--- src/rtl/rv_multicycle_ctrl_pkg.sv ---
// Shared encodings for the multicycle RV32 control engine: FSM states,
// trap causes, memory-op and access-size codes.
package rv_ctrl_pkg;

  typedef enum logic [2:0] {
    ST_IDLE      = 3'd0,
    ST_FETCH     = 3'd1,
    ST_DECODE    = 3'd2,
    ST_EXECUTE   = 3'd3,
    ST_MEM       = 3'd4,
    ST_WRITEBACK = 3'd5,
    ST_TRAP      = 3'd7
  } state_e;

  localparam logic [2:0] CAUSE_NONE          = 3'd0;
  localparam logic [2:0] CAUSE_FETCH_MISALIGN = 3'd1;
  localparam logic [2:0] CAUSE_FETCH_ERR     = 3'd2;
  localparam logic [2:0] CAUSE_ILLEGAL       = 3'd3;
  localparam logic [2:0] CAUSE_LS_MISALIGN   = 3'd4;
  localparam logic [2:0] CAUSE_LS_ERR        = 3'd5;
  localparam logic [2:0] CAUSE_TIMEOUT       = 3'd6;

  localparam logic [1:0] MEMOP_NONE  = 2'd0;
  localparam logic [1:0] MEMOP_LOAD  = 2'd1;
  localparam logic [1:0] MEMOP_STORE = 2'd2;

  localparam logic [1:0] SIZE_BYTE = 2'd0;
  localparam logic [1:0] SIZE_HALF = 2'd1;
  localparam logic [1:0] SIZE_WORD = 2'd2;

  function automatic logic ls_misaligned(input logic [1:0] size, input logic [1:0] addr_lo);
    return ((size == SIZE_HALF) && addr_lo[0]) || ((size == SIZE_WORD) && (addr_lo != 2'b00));
  endfunction

endpackage

--- src/rtl/rv_multicycle_ctrl_if.sv ---
// Memory bus between the control engine (master) and the memory system (slave).
interface rv_multicycle_ctrl_if #(
  parameter int unsigned XLEN = 32
) ();

  logic            mem_req;
  logic            mem_we;
  logic [1:0]      mem_size;
  logic [XLEN-1:0] mem_addr;
  logic            mem_ack;
  logic            mem_err;
  logic [XLEN-1:0] mem_rdata;

  modport master (
    output mem_req, mem_we, mem_size, mem_addr,
    input  mem_ack, mem_err, mem_rdata
  );

  modport slave (
    input  mem_req, mem_we, mem_size, mem_addr,
    output mem_ack, mem_err, mem_rdata
  );

endinterface

--- src/rtl/rv_multicycle_ctrl_load_align.sv ---
// Load lane selection: shifts the addressed byte lane down to bit 0 and
// sign- or zero-extends to XLEN according to the access size.
module load_align #(
  parameter int unsigned XLEN = 32
) (
  input  logic [XLEN-1:0] rdata_i,
  input  logic [1:0]      offset_i,
  input  logic [1:0]      size_i,
  input  logic            unsigned_i,
  output logic [XLEN-1:0] data_o
);
  import rv_ctrl_pkg::*;

  logic [XLEN-1:0] shifted;

  always_comb begin
    shifted = rdata_i >> {offset_i, 3'b000};
    case (size_i)
      SIZE_BYTE: data_o = {{(XLEN-8){~unsigned_i & shifted[7]}}, shifted[7:0]};
      SIZE_HALF: data_o = {{(XLEN-16){~unsigned_i & shifted[15]}}, shifted[15:0]};
      default:   data_o = shifted;
    endcase
  end

endmodule

--- src/rtl/rv_multicycle_ctrl.sv ---
// Control and sequencing engine for the multicycle RV32 core: fetch/execute
// FSM with req/ack memory handshake, precise traps, single-step and instret.
module rv_multicycle_ctrl #(
  parameter int unsigned     XLEN        = 32,
  parameter logic [XLEN-1:0] RESET_PC    = '0,
  parameter int unsigned     MEM_TIMEOUT = 15,
  parameter int unsigned     CNT_W       = 64
) (
  input  logic                 clk,
  input  logic                 rst,
  input  logic                 run,
  input  logic                 step_mode,
  input  logic                 step,
  input  logic                 clear_trap,
  rv_multicycle_ctrl_if.master mem,
  output logic [XLEN-1:0]      instr,
  input  logic                 dec_error,
  input  logic [1:0]           mem_op,
  input  logic [1:0]           ls_size,
  input  logic                 load_unsigned,
  input  logic [XLEN-1:0]      alu_out,
  input  logic [XLEN-1:0]      rv1,
  input  logic [XLEN-1:0]      imm,
  input  logic                 jump,
  input  logic                 jalr,
  input  logic                 branch,
  input  logic                 branch_taken,
  input  logic                 rd_write,
  output logic                 rf_we,
  output logic [XLEN-1:0]      rf_wdata,
  output logic [XLEN-1:0]      pc,
  output logic [2:0]           state,
  output logic                 trap,
  output logic [2:0]           trap_cause,
  output logic [CNT_W-1:0]     instret
);
  import rv_ctrl_pkg::*;

  localparam logic [7:0] WAIT_LAST = 8'(MEM_TIMEOUT - 1);

  state_e           state_q, state_d;
  logic [XLEN-1:0]  pc_q, pc_d;
  logic [XLEN-1:0]  instr_q, instr_d;
  logic [XLEN-1:0]  result_q, result_d;
  logic [XLEN-1:0]  npc_q, npc_d;
  logic [XLEN-1:0]  load_q, load_d;
  logic [2:0]       cause_q, cause_d;
  logic [CNT_W-1:0] instret_q, instret_d;
  logic [7:0]       wait_q, wait_d;

  logic [XLEN-1:0]  load_data;
  logic [XLEN-1:0]  exec_npc;
  logic [XLEN-1:0]  jalr_sum;
  logic [XLEN-1:0]  pc_plus4;
  logic             timeout;

  load_align #(.XLEN(XLEN)) u_load_align (
    .rdata_i    (mem.mem_rdata),
    .offset_i   (result_q[1:0]),
    .size_i     (ls_size),
    .unsigned_i (load_unsigned),
    .data_o     (load_data)
  );

  assign pc_plus4 = pc_q + XLEN'(4);
  assign jalr_sum = rv1 + imm;
  assign timeout  = (wait_q == WAIT_LAST);

  always_comb begin
    if (jalr)                        exec_npc = {jalr_sum[XLEN-1:1], 1'b0};
    else if (jump)                   exec_npc = pc_q + imm;
    else if (branch && branch_taken) exec_npc = pc_q + imm;
    else                             exec_npc = pc_plus4;
  end

  always_ff @(posedge clk or negedge rst) begin
    if (!rst) begin
      state_q   <= ST_IDLE;
      pc_q      <= RESET_PC;
      instr_q   <= '0;
      result_q  <= '0;
      npc_q     <= '0;
      load_q    <= '0;
      cause_q   <= CAUSE_NONE;
      instret_q <= '0;
      wait_q    <= '0;
    end else begin
      state_q   <= state_d;
      pc_q      <= pc_d;
      instr_q   <= instr_d;
      result_q  <= result_d;
      npc_q     <= npc_d;
      load_q    <= load_d;
      cause_q   <= cause_d;
      instret_q <= instret_d;
      wait_q    <= wait_d;
    end
  end

  always_comb begin
    state_d      = state_q;
    pc_d         = pc_q;
    instr_d      = instr_q;
    result_d     = result_q;
    npc_d        = npc_q;
    load_d       = load_q;
    cause_d      = cause_q;
    instret_d    = instret_q;
    wait_d       = '0;
    mem.mem_req  = 1'b0;
    mem.mem_we   = 1'b0;
    mem.mem_size = SIZE_BYTE;
    mem.mem_addr = '0;
    rf_we        = 1'b0;
    rf_wdata     = '0;

    case (state_q)
      ST_IDLE: begin
        if (run || step) state_d = ST_FETCH;
      end
      ST_FETCH: begin
        if (pc_q[1:0] != 2'b00) begin
          state_d = ST_TRAP;
          cause_d = CAUSE_FETCH_MISALIGN;
        end else begin
          mem.mem_req  = 1'b1;
          mem.mem_size = SIZE_WORD;
          mem.mem_addr = pc_q;
          // err outranks ack, and ack outranks a coincident timeout
          if (mem.mem_err) begin
            state_d = ST_TRAP;
            cause_d = CAUSE_FETCH_ERR;
          end else if (mem.mem_ack) begin
            instr_d = mem.mem_rdata;
            state_d = ST_DECODE;
          end else if (timeout) begin
            state_d = ST_TRAP;
            cause_d = CAUSE_TIMEOUT;
          end else begin
            wait_d = wait_q + 8'd1;
          end
        end
      end
      ST_DECODE: begin
        state_d = ST_EXECUTE;
      end
      ST_EXECUTE: begin
        result_d = alu_out;
        npc_d    = exec_npc;
        if (dec_error) begin
          state_d = ST_TRAP;
          cause_d = CAUSE_ILLEGAL;
        end else if (mem_op != MEMOP_NONE) begin
          if (ls_misaligned(ls_size, alu_out[1:0])) begin
            state_d = ST_TRAP;
            cause_d = CAUSE_LS_MISALIGN;
          end else begin
            state_d = ST_MEM;
          end
        end else begin
          state_d = ST_WRITEBACK;
        end
      end
      ST_MEM: begin
        mem.mem_req  = 1'b1;
        mem.mem_we   = (mem_op == MEMOP_STORE);
        mem.mem_size = ls_size;
        mem.mem_addr = result_q;
        if (mem.mem_err) begin
          state_d = ST_TRAP;
          cause_d = CAUSE_LS_ERR;
        end else if (mem.mem_ack) begin
          load_d  = load_data;
          state_d = ST_WRITEBACK;
        end else if (timeout) begin
          state_d = ST_TRAP;
          cause_d = CAUSE_TIMEOUT;
        end else begin
          wait_d = wait_q + 8'd1;
        end
      end
      ST_WRITEBACK: begin
        rf_we = rd_write;
        if (jump)                      rf_wdata = pc_plus4;
        else if (mem_op == MEMOP_LOAD) rf_wdata = load_q;
        else                           rf_wdata = result_q;
        pc_d      = npc_q;
        instret_d = instret_q + CNT_W'(1);
        state_d   = step_mode ? ST_IDLE : ST_FETCH;
      end
      ST_TRAP: begin
        if (clear_trap) begin
          state_d = ST_IDLE;
          cause_d = CAUSE_NONE;
        end
      end
      default: state_d = ST_IDLE;
    endcase
  end

  assign instr      = instr_q;
  assign pc         = pc_q;
  assign state      = state_q;
  assign trap       = (state_q == ST_TRAP);
  assign trap_cause = cause_q;
  assign instret    = instret_q;

endmodule

--- src/flat_wrapper.sv ---
// flat-port wrapper written by rule: the top's interface ports become plain ports
module rv_multicycle_ctrl_flat import rv_ctrl_pkg::*;
#(
  parameter int unsigned     XLEN        = 32,
  parameter logic [XLEN-1:0] RESET_PC    = '0,
  parameter int unsigned     MEM_TIMEOUT = 15,
  parameter int unsigned     CNT_W       = 64
)
  (clk, rst, run, step_mode, step, clear_trap, instr, dec_error, mem_op, ls_size, load_unsigned, alu_out, rv1, imm, jump, jalr, branch, branch_taken, rd_write, rf_we, rf_wdata, pc, state, trap, trap_cause, instret, mem_mem_req, mem_mem_we, mem_mem_size, mem_mem_addr, mem_mem_ack, mem_mem_err, mem_mem_rdata);
  rv_multicycle_ctrl_if #(.XLEN(XLEN)) mem_i ();
  input  logic clk;
  input  logic rst;
  input  logic run;
  input  logic step_mode;
  input  logic step;
  input  logic clear_trap;
  output logic [XLEN-1:0] instr;
  input  logic dec_error;
  input  logic [1:0] mem_op;
  input  logic [1:0] ls_size;
  input  logic load_unsigned;
  input  logic [XLEN-1:0] alu_out;
  input  logic [XLEN-1:0] rv1;
  input  logic [XLEN-1:0] imm;
  input  logic jump;
  input  logic jalr;
  input  logic branch;
  input  logic branch_taken;
  input  logic rd_write;
  output logic rf_we;
  output logic [XLEN-1:0] rf_wdata;
  output logic [XLEN-1:0] pc;
  output logic [2:0] state;
  output logic trap;
  output logic [2:0] trap_cause;
  output logic [CNT_W-1:0] instret;
  output wire logic [$bits(mem_i.mem_req)-1:0] mem_mem_req;
  output wire logic [$bits(mem_i.mem_we)-1:0] mem_mem_we;
  output wire logic [$bits(mem_i.mem_size)-1:0] mem_mem_size;
  output wire logic [$bits(mem_i.mem_addr)-1:0] mem_mem_addr;
  input wire logic [$bits(mem_i.mem_ack)-1:0] mem_mem_ack;
  input wire logic [$bits(mem_i.mem_err)-1:0] mem_mem_err;
  input wire logic [$bits(mem_i.mem_rdata)-1:0] mem_mem_rdata;
  assign mem_mem_req = mem_i.mem_req;
  assign mem_mem_we = mem_i.mem_we;
  assign mem_mem_size = mem_i.mem_size;
  assign mem_mem_addr = mem_i.mem_addr;
  assign mem_i.mem_ack = mem_mem_ack;
  assign mem_i.mem_err = mem_mem_err;
  assign mem_i.mem_rdata = mem_mem_rdata;
  rv_multicycle_ctrl #(.XLEN(XLEN), .RESET_PC(RESET_PC), .MEM_TIMEOUT(MEM_TIMEOUT), .CNT_W(CNT_W)) u_core (.clk(clk), .rst(rst), .run(run), .step_mode(step_mode), .step(step), .clear_trap(clear_trap), .mem(mem_i), .instr(instr), .dec_error(dec_error), .mem_op(mem_op), .ls_size(ls_size), .load_unsigned(load_unsigned), .alu_out(alu_out), .rv1(rv1), .imm(imm), .jump(jump), .jalr(jalr), .branch(branch), .branch_taken(branch_taken), .rd_write(rd_write), .rf_we(rf_we), .rf_wdata(rf_wdata), .pc(pc), .state(state), .trap(trap), .trap_cause(trap_cause), .instret(instret));
endmodule
--- config.mk ---
export PLATFORM = sky130hd
export DESIGN_NAME = rv_multicycle_ctrl_flat
export DESIGN_NICKNAME = d
export VERILOG_FILES = /design/src/rtl/rv_multicycle_ctrl_pkg.sv /design/src/rtl/rv_multicycle_ctrl_if.sv /design/src/rtl/rv_multicycle_ctrl_load_align.sv /design/src/rtl/rv_multicycle_ctrl.sv /design/src/flat_wrapper.sv
export SDC_FILE = /design/constraint.sdc
export NUM_CORES = 1
export LEC_CHECK = 0
export BUFFER_PORTS_ARGS = -buffer_cell sky130_fd_sc_hd__buf_2
export CORE_UTILIZATION = 25
export DETAILED_ROUTE_END_ITERATION = 12
export PLACE_DENSITY = 0.53
export SETUP_SLACK_MARGIN = 0.4
export SLEW_MARGIN = 30
export SYNTH_ARGS = -nofsm -noshare
export SYNTH_HDL_FRONTEND = slang
export SYNTH_SLANG_ARGS = --single-unit
--- constraint.sdc ---
create_clock -name clk -period 2.9 [get_ports clk]
set_input_delay 0 -clock clk [delete_from_list [all_inputs] [get_ports clk]]
set_output_delay 0 -clock clk [all_outputs]
set_load 0.005 [all_outputs]
Word level (Yosys, flattened, before mapping):

Cells that the tools add are included.

* add/subtract/negate cells: 5
* multiply operators: 0
* divide/modulo/power cells: 0
* $lt $le $gt $ge: 0
* equality and inequality tests: 15
* shift operators: 1
* muxes and demuxes: 42
* bitwise operators: 5
* reductions and logical operators: 15

Operator list (number)
* $mux W32: 7
* $pmux W32 S2: 2
* $add A32 B32 Y32: 2
* $add A64 B1 Y64 const B: 1
* $mux W3: 17
* $add A32 B3 Y32 const B: 1
* $mux W8: 4
* $shr A32 B5 Y32: 1
* $pmux W3 S7: 1
* $pmux W8 S2: 1
* $pmux W3 S4: 1
* $eq A3 B3 Y1 const B: 3
* $add A8 B1 Y8 const B: 1
* $eq A8 B4 Y1 const B: 1
* $reduce_and A4 Y1: 2
* $eq A3 B2 Y1 const B: 2
* $mux W2: 3
* $ne A3 B2 Y1 const B: 2
* $reduce_bool A2 Y1: 3
* $eq A2 B1 Y1 const B: 2
* $eq A2 B2 Y1 const B: 2
* $mux W1: 4
* $pmux W2 S2: 1
* $reduce_bool A4 Y1: 1
* other kinds (12): 18

* bits in registers: 238
* bits in latches: 0
* bits in writable memories: 0
* bits in read-only memories: 0
* bits of input ports: 147
* output and inout bits: 204
* logic and storage cells: 92
* memories kept: 0

Logic depth before layout (Yosys ltp):

Gate-level depths: netlist of run 1.

* word-level depth: 7
* mapped depth: 12
* mapped depth without buffers: 11

Modules after synthesis:

Synthesis of run 1 repeated with hierarchy kept, for this count alone.

* cells, all modules: 1775
* area total of the unflattened synthesis: 15832.7 um2

Modules (own cells, without submodules)
* rv_multicycle_ctrl: times used 1, cells each 1672, area each 15064.4 um2, sequential area each 5955.7 um2
* load_align: times used 1, cells each 103, area each 768.2 um2, sequential area each 0.0 um2

Least setup slack after synthesis of run 1:

OpenSTA, ideal clock, no wires.

* path kind: register to register
* from: reg u_core.pc_q[0], in the netlist u_core.pc[0]
* to: reg u_core.npc_q[28]
* setup time: 133 ps
* arrival time: 2736 ps
* required time: 2767 ps
* path slack: 32 ps
* stages on the path, launching flop included: 12
* buffers on the path: 0
* period minus slack after synthesis: 2868 ps
* cells stage by stage: dfrtp_1 -> ha_1 -> fa_1 -> a211oi_1 -> o21ai_0 -> a311oi_1 -> nand2_1 -> a21o_1 -> o21bai_1 -> o21a_1 -> mux2i_1 -> o211ai_1

* word-level cells in the longest chain between the ends: 4
* elaborated cells between the ends (all ways): 5
* classes of those cells: 2 x add/sub; 3 x mux

RTL lines
* start, declared: line rv_multicycle_ctrl.sv:42 `logic [XLEN-1:0] pc_q, pc_d;`
* start signal, assigned: line rv_multicycle_ctrl.sv:89 `pc_q <= pc_d;`
* $add A32 B3 Y32 / $add A32 B32 Y32 (equally long branches): line rv_multicycle_ctrl.sv:65, rv_multicycle_ctrl.sv:71, rv_multicycle_ctrl.sv:72
* $mux W32: line rv_multicycle_ctrl.sv:72 `else if (branch && branch_taken) exec_npc = pc_q + imm;`
* $mux W32 *: line rv_multicycle_ctrl.sv:71 `else if (jump) exec_npc = pc_q + imm;`
* $mux W32 *: line rv_multicycle_ctrl.sv:70 `if (jalr) exec_npc = {jalr_sum[XLEN-1:1], 1'b0};`
* end signal, assigned: line rv_multicycle_ctrl.sv:92 `npc_q <= npc_d;`
* end, declared: line rv_multicycle_ctrl.sv:45 `logic [XLEN-1:0] npc_q, npc_d;`

Mark *: on every way between the ends. The rest lies on a longest branch, timed or not.
A chain may end at the register's enable or synchronous reset.

Worst setup path in the final report of run 1:

* from: reg u_core.pc_q[9], in the netlist u_core.pc[9]
* to: out rf_wdata[25]

* word-level cells in the longest chain between the ends: 3

RTL lines
* $add A32 B3 Y32: line rv_multicycle_ctrl.sv:65 `assign pc_plus4 = pc_q + XLEN'(4);`
* $mux W32: line rv_multicycle_ctrl.sv:184 `if (jump) rf_wdata = pc_plus4;`
* $mux W32: line rv_multicycle_ctrl.sv:117 `case (state_q)`
* end, declared: line flat_wrapper.sv:31 `output logic [XLEN-1:0] rf_wdata;`

No other way between the ends.

==> flow_summary.json, run 1 <==
{
  "syn-cell-area_sq_um": 15400,
  "area.sequential_sq_um": 5970,
  "initialDrtViolationCount": 996,
  "worst_setup_path_end_kind": "output port",
  "route.antenna.remaining_nets": 0,
  "whs_ps": 29.2,
  "failed_checks": "setup timing",
  "ctsLongestPathBuffers": 3,
  "timing.critical_path.slowest_stage_cell": "a211oi_1",
  "drt-vias-per-instance": 5.02,
  "cp_cell_sequence": "buf_6, nand3_4, nor4_4, buf_4, nand4_1, buf_4, nor2_4, nand2_1, xor2_1, a211oi_1, buf_2",
  "clock_latency_ps": 590,
  "synth_nets": 1912,
  "cpMostUsedCell": "buf_4",
  "place.port_buffers": 350,
  "timing.final.ws_setup_ps": -114,
  "cts_buffers": 31,
  "final_hold_viol_count": 0,
  "finalCritPeriodShare_pct": 104,
  "count_of_nets_after_finishing": 2469,
  "postSynth.topFlopCell": "dfrtp_1",
  "synth_sequential_area_ratio_pct": 38.7,
  "die_width_microns": 250,
  "yosys.area_share.xor_xnor_pct": 8.36,
  "hold_class": "in -> async",
  "cap_violations": 0,
  "run_status": "finished, violations left",
  "detail_route.drc_violations": 0,
  "post-route-min-period_ps": 3010,
  "number_of_buffers_and_inverters_on_the_critical_path": 4,
  "critical_path_peak_fanout": 4,
  "pin_count_of_the_biggest_net_entering_global_routing": 90,
  "worstSetupStartpointType": "register",
  "sink_count_of_the_clock_tree": 238,
  "yosysUniqueCellTypes": 79,
  "floorplan.initialDensity_pct": 25.4,
  "num_rows": 90,
  "synth_top_family_by_area": "simple AND/OR/NAND/NOR gates",
  "drt-total-wl_mm": 63.2,
  "ratio_of_cells_with_drive_above_1_in_the_final_layout_pct": 36.1,
  "share_of_synthesized_area_spent_on_multiplexers_pct": 6.98,
  "hpwlAfterDp_mm": 47.6,
  "die_area_sq_um": 62600,
  "wire_length_of_the_first_global_routing_pass_mm": 93.7,
  "tritoncts": "built",
  "setup-violations-final": 11,
  "total_number_of_yosys_warnings": 0,
  "worst_pin_slew_ps": 822,
  "p_leak_nw": 10.5,
  "postSynthCellCount": 1698,
  "ir_drop_mv": 0.473,
  "boundaryPins": 351,
  "dp.cells": 2841,
  "synth_async_sr_flop_share_pct": 100,
  "ys_seq_elements": 238,
  "post-layout-total-power_mw": 20.9,
  "synth-simple-area-share_pct": 18.9,
  "core_area_sq_um": 60600,
  "mostFrequentLayoutCell": "buf_2",
  "worstSetupPathType": "reg -> out",
  "final_core_utilization_pct": 36.9,
  "timing.critical_path.slowest_cell_delay_ps": 390,
  "commonest_cells_after_routing_fill_and_taps_aside": "buf_2, dfrtp_1, nand2_1",
  "overflow": 0,
  "die_h_microns": 250,
  "wire_per_inst_microns": 20.6,
  "area.growth.synth_to_final_pct": 45.2,
  "synth-edff-count": 0,
  "via_count": 15400,
  "worst_setup_hold_path_clk_slew_ps": 60,
  "syn_area_per_cell_sq_um": 9.07,
  "timing.max_slew.rel_slack_pct": 45.2,
  "multiInputGateArea_sq_um": 10000,
  "rsz0062_at_grt": "yes",
  "timing_max_transition_violations_final": 0,
  "synth_adder_area_share_pct": 5.54,
  "cts-htree-levels": 1,
  "drt_pass1_iterations": 5,
  "max_clock_freq_mhz": 332,
  "count_of_placed_standard_cells_in_the_final_layout_fillers_left_out": 3063,
  "path_delay_family": "simple AND/OR/NAND/NOR gates",
  "gpl.final_weighted_congestion": 0.875,
  "pwr_density_cell_nw_per_um2": 936,
  "cts_root_buf": "clkbuf_16",
  "worstPathRequired_ps": 2900,
  "grt_usage_pct": 19.4,
  "skew_ps": 13.3,
  "first_global_vias": 15200,
  "final.fill_count": 6180,
  "timing.critical_path.arrival_ps": 3010,
  "antenna_found_initial": 0,
  "post_synthesis_compound_gate_area_fraction_pct": 18.7
}
-- cells in the mapped netlist (all sizes together), types with 5 or more instances --
cell type  number  share of area (%)
and4            7               0.41
clkbuf         78                1.9
o22ai           6               0.24
mux2i          23                1.5
buf            11               0.38
o21bai          5               0.24
ha             65                5.3
nand3          57                2.0
a21oi          97                3.2
dfrtp         238                 39
nor4            6               0.28
nand2         232                5.7
a211oi         91                4.4
nand2b         13               0.53
a21o           35                1.7
mux2           75                5.5
and2           13               0.56
nor3           26               0.92
o22a            8               0.45
xor2           54                3.1
inv            25               0.61
o21a            5               0.24
o211ai         12               0.58
and3           26                1.1
nor2          129                3.1
or2             8               0.32
a221oi          5               0.28
a2111oi         5               0.28
nor2b          47                1.9
xnor2          93                5.3
a31oi          15               0.61
nand4          29                1.3
o21ai          70                2.3
a22o           31                1.8
-- worst register-to-register path, delay by kind of cell (launching register included) --
family	cells	cell delay, ps
buffers and inverters	2	270
AOI/OAI and AO/OA	9	1790
DFF	1	440
adders and majority gates	1	220
-- cell families (layout without fill, tap and decap cells) --
logic type / after synthesis / count (layout)
compound gates: 425 / 425
xor+xnor: 147 / 147
fa+ha+maj: 67 / 67
buf+inv: 114 / 696
flops: 238 / 238
mux: 98 / 98
other cells: 0 / 1
simple gates: 609 / 609
-- metal layers --
layer	global-route usage (%)	vias to the layer above	part of all wire, %
met2	32.3	449	48
met3	2.97	100	4.9
met4	6.13	0	3.4
met5	0	-	0
met1	25.6	7598	44
li1	-	7236	-
-- registers in the layout (all words and copies together) (netlist names) --
register / cells
u_core.load_q: 32
u_core.wait_q: 8
u_core.instret: 64
u_core.instr: 32
u_core.state: 3
u_core.pc: 32
u_core.npc_q: 32
u_core.trap_cause: 3
u_core.result_q: 32
-- layout make-up --
| type | instances | share of cell area (%) |
|---|---|---|
| multi-input combinational | 1346 | 44.8 |
| sequential | 238 | 26.7 |
| timing repair buffer | 613 | 18.4 |
| tap | 782 | 4.38 |
| clock buffer | 39 | 3.78 |
| clock inverter | 19 | 1.61 |
| inverter | 25 | 0.420 |
| antenna | 1 | 0.0112 |
-- per-stage QoR --
stage	instance area [sq um]	TNS (ps)	setup WS, ps
after floorplan	15500	0	212
after global routing	22400	-2400	-235
after global placement	18700	-83.0	-42.3
after detailed placement	18700	-63.9	-43.8
final	22400	-681	-114
after CTS	21600	-1290	-185
-- power by group --
part	total (mW)	switching [mW]	internal, mW
logic	10.7	5.79	4.95
registers	5.62	1.11	4.51
clock network	4.58	1.63	2.95
-- repair_timing --
action                                  4_1_cts  5_1_grt
hold buffers                                 84        0
setup buffers                                38       41
resized for setup                           125       96
endpoints found under the setup margin      106       85
pin swaps                                    62       58
hold endpoints to repair                    212        0
-- final timing paths --
path                                    start  depth (start not counted)  slack [ps]            endpoint
setup reg to reg                 u_core.pc[6]                         12          50    u_core.npc_q[13]
max in group asynchronous                 rst                          3        1990    u_core.instr[12]
hold reg to reg            u_core.instret[63]                          1         470  u_core.instret[63]
hold / removal                            rst                          2          30  u_core.instret[28]
setup / recovery                 u_core.pc[9]                         11        -110        rf_wdata[25]
min in group clk                      rv1[14]                          5          40    u_core.npc_q[14]
(Power assumes the default switching activity.)
==> run 2, diff against run 1 <==
Settings changed: CORE_MARGIN set to 2, PLACE_DENSITY 0.53 to 0.51.
Clock period 2.9 ns to 3.16 ns, I/O delays scaled along.
==> run 2 against run 1 <==
Net effect:
- sequential power fell by 8.5%
- register-to-register slack improved by 310 ps
- flip-flop and latch count did not move
- clock-buffer cell count rose by 6
- core utilization fell by 2.4 points
- via count fell by 3.3%
- largest power group unchanged
- the run now ends clean
- non-clock buffer count fell by 79
==> flow_summary.json, run 2 (synthesis results as in run 1) <==
{
  "run_status": "complete, no violations",
  "timing.critical_path.slowest_cell_delay_ps": 510,
  "max_clock_freq_mhz": 355,
  "worst_pin_slew_ps": 866,
  "ir_drop_mv": 0.467,
  "clock_share_of_power_pct": 21.4,
  "initialDrtViolationCount": 864,
  "count_of_placed_standard_cells_in_the_final_layout_fillers_left_out": 2993,
  "cp_cell_sequence": "buf_6, nand2_4, nor4_4, buf_4, nand4_1, or4_4, xor2_4, a211oi_2, buf_4",
  "commonest_cells_after_routing_fill_and_taps_aside": "buf_2, dfrtp_1, nand2_1",
  "worstSetupStartpointType": "register",
  "fin_area_sq_um": 21200,
  "cts-htree-levels": 2,
  "rsz0062_at_grt": "yes",
  "worst_setup_hold_path_clk_slew_ps": 60,
  "timing.max_slew.rel_slack_pct": 42.2,
  "place.port_buffers": 350,
  "wire_length_of_the_first_global_routing_pass_mm": 93.9,
  "drt-total-wl_mm": 63.2,
  "overflow": 0,
  "ctsLongestPathBuffers": 3,
  "timing_max_transition_violations_final": 0,
  "largest_reg_flops": 64,
  "number_of_buffers_and_inverters_on_the_critical_path": 3,
  "die_h_microns": 252,
  "cts_root_buf": "clkbuf_16",
  "detail_route.drc_violations": 0,
  "critical_path_peak_fanout": 3,
  "wire_per_inst_microns": 21.1,
  "clock_latency_ps": 550,
  "via_count": 14900,
  "floorplan.initialDensity_pct": 25.1,
  "power.net_switching_mw": 7.56,
  "placed_cell_area_sq_um": 18500,
  "route.antenna.remaining_nets": 0,
  "first_global_vias": 15000,
  "pin_count_of_the_biggest_net_entering_global_routing": 99,
  "worst_setup_path_end_kind": "output port",
  "finalCritPeriodShare_pct": 89.1,
  "timing.critical_path.slowest_stage_cell": "or4_4",
  "final_hold_viol_count": 0,
  "setup-violations-final": 0,
  "drt_pass1_iterations": 5,
  "die_area_sq_um": 63600,
  "worstSetupPathType": "reg -> out",
  "core_area_sq_um": 61400,
  "comb_power_share_pct": 50.0,
  "crit_cells": 9,
  "holdCritStartpoint": "rv1[31]",
  "dp.cells": 2821,
  "cellInternalPower_mw": 10.4,
  "skew_ps": 26.6,
  "hold_class": "in -> reg",
  "num_rows": 91,
  "post-route-min-period_ps": 2820,
  "r2r.worst_path.cells": 13,
  "mostFrequentLayoutCell": "buf_2",
  "count_of_nets_after_finishing": 2393,
  "drt-vias-per-instance": 4.97,
  "timing.rr.start": "u_core.pc[2]",
  "switching_share_pct": 42.1,
  "ratio_of_cells_with_drive_above_1_in_the_final_layout_pct": 32.2,
  "path_delay_family": "simple AND/OR/NAND/NOR gates",
  "grt_usage_pct": 19.4,
  "die_width_microns": 252,
  "timing.critical_path.arrival_ps": 2820,
  "tritoncts": "built",
  "fin_setup_tns_ps": 0,
  "holdPathStages": 4,
  "p_leak_nw": 9.94,
  "area.growth.synth_to_final_pct": 37.3,
  "cts_buffers": 34,
  "rr_endpoint": "u_core.npc_q[23]",
  "holdPathEnd": "u_core.npc_q[31]",
  "pwr_density_cell_nw_per_um2": 848,
  "boundaryPins": 351,
  "sink_count_of_the_clock_tree": 238,
  "cpMostUsedCell": "buf_4",
  "reg2reg_slack_ps": 360,
  "final.fill_count": 6317,
  "seqPwrFrac_pct": 28.6,
  "worstPathRequired_ps": 3160,
  "hpwlAfterDp_mm": 47.9,
  "antenna_found_initial": 1,
  "cap_violations": 0,
  "gpl.final_weighted_congestion": 0.914
}
==> run 2: worst max path at each step <==
stage | from | end | slack, ps
finish | u_core.pc[3] | rf_wdata[31] | 340
global route | u_core.pc[3] | rf_wdata[29] | 220
CTS | u_core.pc[3] | rf_wdata[31] | 220
detailed placement | u_core.pc[2] | u_core.npc_q[30] | 80
global placement | u_core.pc[0] | u_core.npc_q[28] | 120
floorplan | u_core.pc[0] | u_core.npc_q[28] | 430
==> run 2: power groups by stage <==
stage                     clock network [mW]  registers (mW)  logic, mW
after floorplan                            0            4.90       4.74
after global placement                     0            5.14       7.99
after detailed placement                   0            5.16       8.05
after CTS                               3.95            5.12       8.73
after global routing                    4.08            5.28       9.77
final                                   3.84            5.14       8.96
==> run 2: timing repair <==
item | 4_1_cts | 5_1_grt
endpoints found under the setup margin | 34 | 47
buffers inserted | 23 | 16
cloned | 0 | 0
resized for setup | 79 | 40
hold endpoints to repair | 188 | 0
hold buffers | 73 | 0
pin swaps | 23 | 20
==> run 2: worst reg2reg max path: cells and delay by family (launching register included) <==
kind | cells | cell delay (ps)
buf+inv | 3 | 500
xor+xnor | 1 | 150
flops | 1 | 440
compound gates | 7 | 1120
simple gates | 1 | 150
fa+ha+maj | 1 | 300
==> run 2: stage by stage <==
step	total power, mW	setup slack, ps	utilization (%)	hold slack, ps
6_report	17.9	344	34.5	17.5
5_1_grt	19.1	224	34.5	31.1
4_1_cts	17.8	216	34.0	10.0
3_5_place_dp	13.2	77.3	30.1	141
3_3_place_gp	13.1	120	30.1	132
2_1_floorplan	9.64	429	-	-296
==> run 2: metal layers <==
| layer | up-vias | global-route usage (%) | wire [microns] |
|---|---|---|---|
| met3 | 77 | 3.67 | 4030 |
| met4 | 0 | 5.46 | 1550 |
| met1 | 7241 | 26.4 | 28700 |
| met2 | 467 | 31.2 | 28900 |
| met5 | - | 0 | 0 |
| li1 | 7089 | - | - |
==> run 2: cell type report <==
class / count / area (sq um) / share of cell area (%)
multi-input cells: 1346 / 9560 / 45.2
repair buffers: 534 / 3440 / 16.3
flip-flops and latches: 238 / 5960 / 28.2
inverters: 25 / 93.8 / 0.444
diodes: 2 / 5.00 / 0.0237
well taps: 790 / 988 / 4.67
clock buffers: 45 / 953 / 4.51
clock inverters: 13 / 151 / 0.716
